File: src/rtl/psk_frame_ctrl_if.sv
// Byte-stream bundle between the frame controller, the payload FIFO and the PSK modulator.
// Handshake: mod_empty=0 marks mod_sample valid; a one-cycle mod_read while valid consumes it,
// and the next byte appears the following cycle. pay_read pops the FWFT payload FIFO head.
interface psk_frame_ctrl_if;
  logic [7:0] pay_data;
  logic       pay_empty;
  logic       pay_read;
  logic [7:0] mod_sample;
  logic       mod_empty;
  logic       mod_read;

  modport master (
    input  pay_data, pay_empty, mod_read,
    output pay_read, mod_sample, mod_empty
  );

  modport slave (
    output pay_data, pay_empty, mod_read,
    input  pay_read, mod_sample, mod_empty
  );
endinterface

File: src/rtl/psk_frame_ctrl.sv
// Frame sequencer: preamble, sync word and fixed-length payload to the PSK modulator,
// then a forced-empty guard gap so the modulator returns to idle.
module psk_frame_ctrl #(
  parameter int unsigned PREAMBLE_BYTES   = 4,
  parameter logic [7:0]  PREAMBLE_PATTERN = 8'h55,
  parameter logic [15:0] SYNC_WORD        = 16'hD391,
  parameter int unsigned FRAME_BYTES      = 16,
  parameter int unsigned GAP_CYCLES       = 64,
  parameter logic [7:0]  PAD_BYTE         = 8'h00,
  parameter bit          AUTO_START       = 1'b1
) (
  input  logic              clk,
  input  logic              rst,
  input  logic              enable_i,
  input  logic              start_i,
  psk_frame_ctrl_if.master  bus,
  output logic              busy_o,
  output logic              frame_done_o,
  output logic              underrun_o,
  output logic [2:0]        dbg_state_o
);

  // One byte counter is shared by PREAMBLE, SYNC and PAYLOAD, so size it for the largest.
  localparam int unsigned BYTE_MAX_PS = (PREAMBLE_BYTES > FRAME_BYTES) ? PREAMBLE_BYTES : FRAME_BYTES;
  localparam int unsigned BYTE_MAX    = (BYTE_MAX_PS > 2) ? BYTE_MAX_PS : 2;
  localparam int unsigned CW          = $clog2(BYTE_MAX);
  localparam int unsigned GW          = (GAP_CYCLES > 1) ? $clog2(GAP_CYCLES) : 1;

  typedef enum logic [2:0] {
    S_IDLE     = 3'd0,
    S_PREAMBLE = 3'd1,
    S_SYNC     = 3'd2,
    S_PAYLOAD  = 3'd3,
    S_GAP      = 3'd4
  } state_e;

  state_e        state_q, state_d;
  logic [CW-1:0] byte_cnt_q, byte_cnt_d;
  logic [GW-1:0] gap_cnt_q, gap_cnt_d;
  logic [7:0]    sample_q, sample_d;
  logic          empty_q, empty_d;
  logic          pay_read_q, pay_read_d;
  logic          busy_q, busy_d;
  logic          done_q, done_d;
  logic          underrun_q, underrun_d;
  logic          consume;
  logic          load_payload;

  assign consume = bus.mod_read && !empty_q;

  always_comb begin
    state_d      = state_q;
    byte_cnt_d   = byte_cnt_q;
    gap_cnt_d    = gap_cnt_q;
    sample_d     = sample_q;
    empty_d      = empty_q;
    pay_read_d   = 1'b0;
    done_d       = 1'b0;
    underrun_d   = underrun_q;
    load_payload = 1'b0;

    case (state_q)
      S_IDLE: begin
        if (enable_i && (start_i || (AUTO_START && !bus.pay_empty))) begin
          state_d    = S_PREAMBLE;
          sample_d   = PREAMBLE_PATTERN;
          empty_d    = 1'b0;
          underrun_d = 1'b0;
          byte_cnt_d = '0;
        end
      end
      S_PREAMBLE: begin
        if (consume) begin
          if (byte_cnt_q == CW'(PREAMBLE_BYTES - 1)) begin
            state_d    = S_SYNC;
            sample_d   = SYNC_WORD[7:0];
            byte_cnt_d = '0;
          end else begin
            sample_d   = PREAMBLE_PATTERN;
            byte_cnt_d = byte_cnt_q + CW'(1);
          end
        end
      end
      S_SYNC: begin
        if (consume) begin
          if (byte_cnt_q == '0) begin
            sample_d   = SYNC_WORD[15:8];
            byte_cnt_d = CW'(1);
          end else begin
            state_d      = S_PAYLOAD;
            byte_cnt_d   = '0;
            load_payload = 1'b1;
          end
        end
      end
      S_PAYLOAD: begin
        if (consume) begin
          if (byte_cnt_q == CW'(FRAME_BYTES - 1)) begin
            state_d   = S_GAP;
            empty_d   = 1'b1;
            gap_cnt_d = '0;
          end else begin
            byte_cnt_d   = byte_cnt_q + CW'(1);
            load_payload = 1'b1;
          end
        end
      end
      S_GAP: begin
        if (gap_cnt_q == GW'(GAP_CYCLES - 1)) begin
          state_d = S_IDLE;
          done_d  = 1'b1;
        end else begin
          gap_cnt_d = gap_cnt_q + GW'(1);
        end
      end
      default: begin
        state_d = S_IDLE;
        empty_d = 1'b1;
      end
    endcase

    // A payload slot takes the FIFO head if present, otherwise a pad byte and a sticky flag.
    if (load_payload) begin
      if (!bus.pay_empty) begin
        sample_d   = bus.pay_data;
        pay_read_d = 1'b1;
      end else begin
        sample_d   = PAD_BYTE;
        underrun_d = 1'b1;
      end
    end

    busy_d = (state_d != S_IDLE);
  end

  always_ff @(posedge clk or posedge rst) begin
    if (rst) begin
      state_q    <= S_IDLE;
      byte_cnt_q <= '0;
      gap_cnt_q  <= '0;
      sample_q   <= 8'h00;
      empty_q    <= 1'b1;
      pay_read_q <= 1'b0;
      busy_q     <= 1'b0;
      done_q     <= 1'b0;
      underrun_q <= 1'b0;
    end else begin
      state_q    <= state_d;
      byte_cnt_q <= byte_cnt_d;
      gap_cnt_q  <= gap_cnt_d;
      sample_q   <= sample_d;
      empty_q    <= empty_d;
      pay_read_q <= pay_read_d;
      busy_q     <= busy_d;
      done_q     <= done_d;
      underrun_q <= underrun_d;
    end
  end

  assign bus.mod_sample = sample_q;
  assign bus.mod_empty  = empty_q;
  assign bus.pay_read   = pay_read_q;
  assign busy_o         = busy_q;
  assign frame_done_o   = done_q;
  assign underrun_o     = underrun_q;
  assign dbg_state_o    = state_q;

endmodule

File: src/flat_wrapper.sv
// flat-port wrapper written by rule: the top's interface ports become plain ports
module psk_frame_ctrl_flat 
#(
  parameter int unsigned PREAMBLE_BYTES   = 4,
  parameter logic [7:0]  PREAMBLE_PATTERN = 8'h55,
  parameter logic [15:0] SYNC_WORD        = 16'hD391,
  parameter int unsigned FRAME_BYTES      = 16,
  parameter int unsigned GAP_CYCLES       = 64,
  parameter logic [7:0]  PAD_BYTE         = 8'h00,
  parameter bit          AUTO_START       = 1'b1
)
  (clk, rst, enable_i, start_i, busy_o, frame_done_o, underrun_o, dbg_state_o, bus_pay_data, bus_pay_empty, bus_mod_read, bus_pay_read, bus_mod_sample, bus_mod_empty);
  psk_frame_ctrl_if bus_i ();
  input  logic clk;
  input  logic rst;
  input  logic enable_i;
  input  logic start_i;
  output logic busy_o;
  output logic frame_done_o;
  output logic underrun_o;
  output logic [2:0] dbg_state_o;
  input wire logic [$bits(bus_i.pay_data)-1:0] bus_pay_data;
  input wire logic [$bits(bus_i.pay_empty)-1:0] bus_pay_empty;
  input wire logic [$bits(bus_i.mod_read)-1:0] bus_mod_read;
  output wire logic [$bits(bus_i.pay_read)-1:0] bus_pay_read;
  output wire logic [$bits(bus_i.mod_sample)-1:0] bus_mod_sample;
  output wire logic [$bits(bus_i.mod_empty)-1:0] bus_mod_empty;
  assign bus_i.pay_data = bus_pay_data;
  assign bus_i.pay_empty = bus_pay_empty;
  assign bus_i.mod_read = bus_mod_read;
  assign bus_pay_read = bus_i.pay_read;
  assign bus_mod_sample = bus_i.mod_sample;
  assign bus_mod_empty = bus_i.mod_empty;
  psk_frame_ctrl #(.PREAMBLE_BYTES(PREAMBLE_BYTES), .PREAMBLE_PATTERN(PREAMBLE_PATTERN), .SYNC_WORD(SYNC_WORD), .FRAME_BYTES(FRAME_BYTES), .GAP_CYCLES(GAP_CYCLES), .PAD_BYTE(PAD_BYTE), .AUTO_START(AUTO_START)) u_core (.clk(clk), .rst(rst), .enable_i(enable_i), .start_i(start_i), .bus(bus_i), .busy_o(busy_o), .frame_done_o(frame_done_o), .underrun_o(underrun_o), .dbg_state_o(dbg_state_o));
endmodule
File: config.mk
export PLATFORM = sky130hd
export DESIGN_NAME = psk_frame_ctrl_flat
export DESIGN_NICKNAME = d
export VERILOG_FILES = /design/src/rtl/psk_frame_ctrl_if.sv /design/src/rtl/psk_frame_ctrl.sv /design/src/flat_wrapper.sv
export SDC_FILE = /design/constraint.sdc
export NUM_CORES = 1
export LEC_CHECK = 0
export CAP_MARGIN = 10
export CELL_PAD_IN_SITES_DETAIL_PLACEMENT = 1
export CELL_PAD_IN_SITES_GLOBAL_PLACEMENT = 1
export CORE_MARGIN = 2
export CORE_UTILIZATION = 50
export CTS_CLUSTER_DIAMETER = 60
export DETAILED_ROUTE_END_ITERATION = 8
export DONT_BUFFER_PORTS = 1
export GPL_TIMING_DRIVEN = 0
export PLACE_DENSITY_LB_ADDON = 0.12
export SYNTH_ARGS = -nofsm -noshare
export SYNTH_HDL_FRONTEND = slang
export SYNTH_SLANG_ARGS = --single-unit
File: constraint.sdc
create_clock -name clk -period 5.6 [get_ports clk]
set_input_delay 1.4 -clock clk [delete_from_list [all_inputs] [get_ports clk]]
set_output_delay 1.4 -clock clk [all_outputs]
set_load 0.03 [all_outputs]
; ---- Word-level counts from Yosys, hierarchy flattened
; Index checks and enable logic that the tools add are counted.
[op_classes]
n_div = 0
n_shift = 0
n_eq_ne = 18
bitwise_logic = 1
multipliers = 0
order_cmp = 0
n_reduce_logical = 16
addsub = 2
mux = 46
[op_table]
columns = cell, count
row1 = 8-bit two-way mux, 7
row2 = 3-bit two-way mux, 8
row3 = 4-bit two-way mux, 6
row4 = 8-bit case mux with 3 select lines, 1
row5 = 6-bit two-way mux, 3
row6 = 1-bit two-way mux, 16
row7 = 4-bit case mux with 4 select lines, 1
row8 = 3-bit case mux with 5 select lines, 1
row9 = 3-bit by 1-bit inequality test with 1-bit output (second input constant), 4
row10 = 6-bit case mux with 2 select lines, 1
row11 = 2-bit by 1-bit inequality test with 1-bit output (second input constant), 5
row12 = 4-bit AND reduction, 2
row13 = 4-bit nonzero test, 2
row14 = 6-bit by 1-bit adder with 6-bit output (second input constant), 1
row15 = 3-bit by 2-bit == test with 1-bit output (second input constant), 2
row16 = 6-bit == test (second input constant), 1
row17 = 6-bit AND reduction, 1
row18 = 5-bit AND reduction, 1
row19 = 4-bit by 1-bit adder with 4-bit output (second input constant), 1
row20 = 4-bit by 2-bit == test with 1-bit output (second input constant), 1
row21 = 4-bit == test (second input constant), 1
row22 = 4-bit zero test, 1
row23 = 2-bit inequality test (second input constant), 2
row24 = 3-bit by 1-bit == test with 1-bit output (second input constant), 1
row25 = other kinds (11), 13
[word_totals]
n_memories = 0
inputBits = 14
reg_bits = 26
latch_bits = 0
ramBits = 0
wordCells = 92
mem_bits_ro = 0

; ---- Logic depth before layout (Yosys ltp)
; Gate-level depths: netlist (run 1).
[depth]
word_depth = 7
depth_mapped = 8

; ---- Least setup slack after synthesis (run 1)
; OpenSTA, ideal clock, no wires.
[synth_timing]
path_kind = input to register
start = input port bus_mod_read
end = register u_core.byte_cnt_q[3]
arrival_time_ns = 2.706
stages = 7
slack_ns = 2.773
path_cell_list = nor2b_1 clkbuf_1 nand4bb_1 o31a_1 or2_1 buf_6 a22o_1
[synth_via]
elab_chain_len = 3
elab_cells_between_ends = 5
classes_between = eq/ne (3) / reduce/logical (2)
[synth_rtl]
columns = item, line_no
row1 = "start, declared", flat_wrapper.sv:24  ; input wire logic [$bits(bus_i.mod_read)-1:0] bus_mod_read;
row2 = 1-bit logical AND *, psk_frame_ctrl.sv:49  ; assign consume = bus.mod_read && !empty_q;
row3 = 2-bit by 1-bit inequality test with 1-bit output (no source line), n/a
row4 = 6-bit AND reduction (no source line) *, n/a
row5 = "end signal, assigned", psk_frame_ctrl.sv:149  ; byte_cnt_q <= byte_cnt_d;
row6 = "end, declared", psk_frame_ctrl.sv:38  ; logic [CW-1:0] byte_cnt_q, byte_cnt_d;
; Mark *: on every way between the ends. The rest lies on a longest branch, timed or not.
; A chain may end at the register's enable or synchronous reset.

; ---- Final worst setup path (run 1)
[layout_timing]
start = input port bus_mod_read
end = register u_core.sample_q[7] (netlist: u_core.bus.mod_sample[7])
[layout_via]
elab_chain_len = 5
elab_cells_between_ends = 11
classes_between = eq/ne (4) / mux (4) / reduce/logical (3)
[layout_rtl]
columns = item, line_no
row1 = 1-bit logical AND *, psk_frame_ctrl.sv:49
row2 = 1-bit two-way mux (on tied branches), "psk_frame_ctrl.sv:97, psk_frame_ctrl.sv:85"
row3 = 1-bit case mux with 2 select lines, psk_frame_ctrl.sv:62  ; case (state_q)
row4 = 3-bit by 1-bit inequality test with 1-bit output (no source line) / 4-bit nonzero test (equally long branches), n/a
row5 = 5-bit AND reduction (no source line), n/a
row6 = "end signal, assigned", psk_frame_ctrl.sv:151  ; sample_q <= sample_d;
row7 = "end, declared", psk_frame_ctrl.sv:40  ; logic [7:0] sample_q, sample_d;
; Marked as above.

==> impl_metrics.csv, run 1 <==
group,metric,value,unit
status,status,"finished clean",
route,wl_per_cell,18.19,um
synth,synth_area_leaders,"dfrtp_1 44%, a21oi_1 4.5%, nor2_1 3.9%, inv_1 2.9%, o21ai_0 2.8%",
run,drv_cap,0,
synth,synth-seq-cells,26,
placed_design,hpwl,2.463,mm
synth,netlist.area_leader.share,43.55,%
pwr,p_total,0.0008359,W
synth,postSynthCellCount,154,
synth,synthXorXnorAreaFrac,1.220,%
global_routing,grt_overflow_total,0,
synth,synth_area,1436,um^2
floorplan,core_area,2734,um^2
route,ant_nets,0,
clock_network,clk_pin_slew_worst_paths,0.15,ns
route,drc,0,
synth,synth_area_per_cell,9.327,um^2
critical_path,crit_required,5.83,ns
synth,yosys.area.top_type,"dfrtp_1",
pwr,p_per_area,547.2,nW/um^2
synth,synth-async-reset-ratio,100.0,%
critical_path,end_kind,"flip-flop",
floorplan,rows,19,
global_routing,antenna_found_initial,0,
route,drt-initial-drc-count,40,
finish,drive_above_1_share,8.861,%
clock_network,numCtsBuffers,3,
clock_network,cts.hold.buffers_added,0,
global_routing,grtUsageTotal,22.93,%
synth,synth_compound_gate_area_share,18.73,%
clock_network,h-tree-depth,1,
placed_design,preCtsSetupSlack,2.486,ns
sta,fin_crit,2.773,ns
synth,synth_edf_count,0,
floorplan,die_h,57.60,um
synth,synth_top_family_by_area,"simple AND/OR/NAND/NOR gates",
critical_path,cp_cell_sequence,"nor2b_1 > clkbuf_1 > nand4bb_1 > o31a_1 > nor2_1 > mux2_1",
critical_path,setup.worst_path.class,"in -> reg",
synth,synthAdderAreaFrac,2.613,%
clock_network,cts_root_buf,"clkbuf_4",
clock_network,clk_latency,0.33,ns
synth,synthTopCellsByCount,"25 x dfrtp_1, 15 x nor2_1, 13 x a21oi_1, 11 x inv_1",
clock_network,cts.sinks,26,
synth,yosysSeqAreaShare,45.38,%
placed_design,port_buffers,0,
floorplan,dieWidth,57.60,um
min_path,min_path_type,"reg -> reg",
synth,synth_cell_types,43,
sta,rsz0062_at_grt,"false",
synth,yosysMostFrequentCell,"dfrtp_1",
route,firstDrtPassIters,4,
clock_network,cts-resized-gates,0,
sta,finalSetupViolCount,0,
sta,fmax,0.3606,GHz
finish,syn2layout_area_growth,6.359,%
finish,finalNetCount,176,
synth,synth_simple_gate_area_share,22.56,%
floorplan,ios,30,
sta,period_share,49.53,%
sta,finalMaxSlewViolations,0,
route,routed-via-count,1175,
clock_network,cts_buffer_depth,2,
clock_network,cts_post_setup_buffers_inserted,0,
global_routing,grt_pass1_vias,1250,
global_routing,grt_max_degree,27,
critical_path,cp_max_fo,10,
synth,ys.warnings.count,0,
synth,synthMuxAreaShare,2.962,%
route,vias_per_cell,6.217,
sta,hold_violations,0,
sta,tightest_slew,0.9725,ns
pwr,peakVddDrop,0.4371,mV
critical_path,slowest_delay,0.36,ns
floorplan,dieArea,3318,um^2
placed_design,place_congestion,0.8325,
global_routing,grt_pass1_wl,5.865,mm
synth,syn-num-nets,171,
synth,ys.flop_type,"dfrtp_1",
route,drt_wl_total,3.438,mm
critical_path,slowest_stage,"mux2_1",
finish,antennaDiodeCount,0,
sta,finalClockSkew,0.002906,ns
critical_path,cp-start-kind,"primary input",
critical_path,arrival,3.01,ns
clock_network,cts_tree,"yes",
sta,fin_ws,2.827,ns
pwr,p_leak,0.6537,nW
sta,setup_tns,0,ns
sta,relSlewSlack,35.09,%
floorplan,initial_core_util,52.54,%
## worst max-delay path, delay by kind of cell
kind | cells | cell delay, ns
buffers and inverters | 1 | 0.35
muxes | 1 | 0.36
and+or+nand+nor | 3 | 0.65
AOI/OAI and AO/OA | 1 | 0.25
## report_power, final
part	internal, W	switching, W	total [W]
registers	0.000255	0.000139	0.000394
clock network	0.0000724	0.0000609	0.000133
logic	0.000123	0.000186	0.000309
## metrics by stage
step / instances / instance area, um^2 / utilization (%) / hold slack, ns
floorplan: 154 / 1436 / - / 0.4859
global placement: 185 / 1475 / 53.96 / 0.5222
detailed placement: 185 / 1475 / 53.96 / 0.5418
CTS: 189 / 1528 / 55.88 / 0.5629
global route: 189 / 1528 / 55.88 / 0.5987
finish: 189 / 1528 / 55.88 / 0.5692
## cell type report
cell class              instances  area, um^2
clock buffers                   3       22.52
multi-input cells             108       690.7
inverters                      11       41.29
flip-flops and latches         26       651.9
clock inverters                 1       30.03
plain buffers                   9       52.55
fillers                       319        1206
well taps                      31       38.79
## kinds of logic (layout without fill, tap and decap cells)
| group | count (synthesis) | count (layout) |
|---|---|---|
| AOI/OAI and AO/OA | 41 | 41 |
| xor gates and xnor gates | 2 | 2 |
| adders and majority gates | 3 | 3 |
| buffers and inverters | 20 | 24 |
| DFF | 26 | 26 |
| muxes | 4 | 4 |
| and+or+nand+nor | 58 | 58 |
## routing by layer
layer  track usage (%)  vias to the layer above  wire length, um
met4             11.63                        0               89
met2             37.01                       28             1695
met1             30.14                      580             1544
met5                 0                        -                0
li1                  -                      558                -
met3             2.948                        9              109
## registers in the layout, summed over array words and instances, names as in the netlist
name / count
u_core.bus.mod_empty: 1
u_core.bus.mod_sample: 8
u_core.bus.pay_read: 1
u_core.busy_o: 1
u_core.byte_cnt_q: 4
u_core.dbg_state_o: 3
u_core.frame_done_o: 1
u_core.gap_cnt_q: 6
u_core.underrun_o: 1
## final timing paths
path	start	cells past startpoint	slack (ns)	endpoint
max	bus_mod_read	6	2.83	u_core.bus.mod_sample[7]
min	u_core.gap_cnt_q[2]	1	0.57	u_core.gap_cnt_q[2]
max reg2reg	u_core.bus.mod_empty	5	3.27	u_core.bus.mod_sample[7]
min reg2reg	u_core.gap_cnt_q[2]	1	0.57	u_core.gap_cnt_q[2]
max in group asynchronous	rst	1	3.86	u_core.gap_cnt_q[4]
min in group asynchronous	rst	1	1.16	u_core.gap_cnt_q[2]
## cell usage in the layout (no fill, tap or decap), drive strengths merged, types with 2 or more instances in the layout
master	count
a21oi	13
a22o	4
a31oi	3
a41oi	2
and3	2
buf	5
clkbuf	7
dfrtp	25
ha	3
inv	11
mux2	2
mux2i	2
nand2	8
nand2b	3
nand3	7
nand4	3
nor2	15
nor2b	3
nor3	5
nor3b	4
o21ai	11
o31ai	2
or2	2
No activity file was read; power rests on OpenSTA's default activity.
==> run 2: changes to the inputs <==
--- a/config.mk
+++ b/config.mk
@@ -9,7 +9,7 @@
 export CELL_PAD_IN_SITES_DETAIL_PLACEMENT = 1
 export CELL_PAD_IN_SITES_GLOBAL_PLACEMENT = 1
 export CORE_MARGIN = 2
-export CORE_UTILIZATION = 50
+export CORE_UTILIZATION = 46
 export CTS_CLUSTER_DIAMETER = 60
 export DETAILED_ROUTE_END_ITERATION = 8
 export DONT_BUFFER_PORTS = 1
==> constraint.sdc (replaced) <==
create_clock -name clk -period 2.7 [get_ports clk]
set_input_delay 0.675 -clock clk [delete_from_list [all_inputs] [get_ports clk]]
set_output_delay 0.675 -clock clk [all_outputs]
set_load 0.03 [all_outputs]
==> run 2 against run 1 <==
Sequential share of layout area up 0.39 points. Register-to-register slack worse by 2.9 ns. First-iteration DRC count down 20%. Power up 98%. Die area up 8.1%. Clock skew up 0.0078 ns. Wire length down 1.7%. Non-clock buffer count unchanged. Sequential cell count unchanged. Critical endpoint unchanged. Highest routed layer unchanged.
==> impl_metrics.csv, run 2 (synthesis results as in run 1) <==
group,metric,value,unit
finish,fill_cells,364,
clock_network,cts_tree,"yes",
global_routing,grt_max_degree,27,
sta,fin_crit,2.347,ns
floorplan,dieWidth,59.88,um
sta,period_share,86.94,%
placed_design,placed_cell_area,1478,um^2
clock_network,h-tree-depth,1,
finish,syn2layout_area_growth,5.401,%
clock_network,cts.sinks,26,
global_routing,grt_overflow_total,0,
status,status,"finished clean",
run,drv_cap,0,
critical_path,cp-start-kind,"flip-flop",
pwr,power.switching,0.0007891,W
global_routing,grt_pass1_vias,1246,
sta,tightest_slew,0.9841,ns
critical_path,slowest_stage,"nor3_1",
clock_network,clk_pin_slew_worst_paths,0.15,ns
placed_design,port_buffers,0,
finish,mostFrequentLayoutCells,"25 x dfrtp_1, 15 x nor2_1, 13 x a21oi_1",
pwr,p_per_area,1092,nW/um^2
global_routing,grt_pass1_wl,5.816,mm
placed_design,place_congestion,0.8027,
finish,final_area,1514,um^2
pwr,pwr-share-clk,12.6,%
pwr,p_leak,0.6468,nW
floorplan,core_area,3003,um^2
route,drt-initial-drc-count,32,
sta,fmax,0.4260,GHz
floorplan,die_h,59.88,um
floorplan,dieArea,3586,um^2
clock_network,clk_latency,0.34,ns
finish,postLayoutCoreUtil,50.42,%
critical_path,cp_max_fo,10,
min_path,min_path_type,"in -> reg",
route,vias_per_cell,5.990,
global_routing,antenna_found_initial,0,
sta,rsz0062_at_grt,"false",
critical_path,end_kind,"flip-flop",
floorplan,rows,20,
global_routing,grtUsageTotal,21.80,%
route,routed-via-count,1144,
floorplan,initial_core_util,47.83,%
finish,finalNetCount,176,
sta,finalMaxSlewViolations,0,
finish,antennaDiodeCount,0,
route,drc,0,
clock_network,cts_root_buf,"clkbuf_4",
clock_network,cts_post_setup_buffers_inserted,0,
sta,setup_tns,0,ns
critical_path,critPathTopFamily,"simple AND/OR/NAND/NOR gates",
clock_network,numCtsBuffers,3,
pwr,p_sw_share,47.75,%
route,wl_per_cell,17.69,um
pwr,p_int,0.0008634,W
finish,largest_reg_flops,8,
route,drt_wl_total,3.379,mm
sta,hold_violations,0,
clock_network,cts_buffer_depth,2,
critical_path,path_buf_inv,1,
finish,drive_above_1_share,8.861,%
sta,finalClockSkew,0.01075,ns
sta,relSlewSlack,34.32,%
pwr,p_comb_share,38.0,%
finish,final_common_cell,"dfrtp_1",
placed_design,hpwl,2.496,mm
sta,whs,0.4047,ns
floorplan,ios,30,
critical_path,slowest_delay,0.68,ns
pwr,seqPwrFrac,49.4,%
clock_network,cts-resized-gates,0,
critical_path,crit_required,2.94,ns
route,ant_nets,0,
critical_path,cp_cell_sequence,"nor2b_1 > clkbuf_1 > nor3_1 > nor2_1 > mux2_1",
route,firstDrtPassIters,4,
critical_path,arrival,2.59,ns
sta,finalSetupViolCount,0,
clock_network,cts.hold.buffers_added,0,
critical_path,setup.worst_path.class,"reg -> reg",
pwr,peakVddDrop,0.5899,mV
-- run 2: cell types whose count changed in the layout (fill, tap and decap cells not counted), sizes merged --
cell	change
bufinv	-1
clkbuf	+1
-- run 2: routing by layer --
| metal | vias to the layer above | share of wire (%) | global-route usage (%) |
|---|---|---|---|
| met2 | 22 | 47 | 36.65 |
| met3 | 5 | 3.8 | 3.680 |
| met5 | - | 0 | 0 |
| met1 | 561 | 48 | 28.55 |
| li1 | 556 | - | - |
| met4 | 0 | 1.3 | 6.667 |
-- run 2: power groups by stage --
stage / sequential, W / clock, W / combinational, W
after global placement: 0.000819 / 0 / 0.000604
after detailed placement: 0.000826 / 0 / 0.000634
after floorplan: 0.000792 / 0 / 0.000503
final: 0.000816 / 0.000208 / 0.000629
after global routing: 0.000833 / 0.000227 / 0.000713
after CTS: 0.000819 / 0.000216 / 0.000635
-- run 2: worst paths after layout --
path / from / to / slack, ns / depth (start not counted)
max: u_core.bus.mod_empty / u_core.bus.mod_sample[7] / 0.35 / 5
min: bus_pay_empty / u_core.bus.pay_read / 0.40 / 1
max reg2reg: u_core.bus.mod_empty / u_core.bus.mod_sample[7] / 0.35 / 5
min reg2reg: u_core.gap_cnt_q[4] / u_core.gap_cnt_q[4] / 0.56 / 2
max in group asynchronous: rst / u_core.byte_cnt_q[2] / 1.67 / 1
min in group asynchronous: rst / u_core.bus.mod_sample[0] / 0.43 / 1
-- run 2: layout make-up --
type,count,area [um^2],area share [%]
tap,33,41.29,2.727
inverter,11,41.29,2.727
buffer,9,52.55,3.471
clock buffer,4,36.28,2.397
multi-input combinational,108,690.7,45.62
sequential,26,651.9,43.06
-- run 2: metrics by stage --
stage | setup slack, ns | power [W] | cells
after floorplan | 0.5978 | 0.001295 | 154
after global placement | 0.3152 | 0.001422 | 187
after detailed placement | 0.2767 | 0.001460 | 187
after CTS | 0.3659 | 0.001670 | 191
after global routing | 0.1266 | 0.001773 | 191
final | 0.3527 | 0.001653 | 191
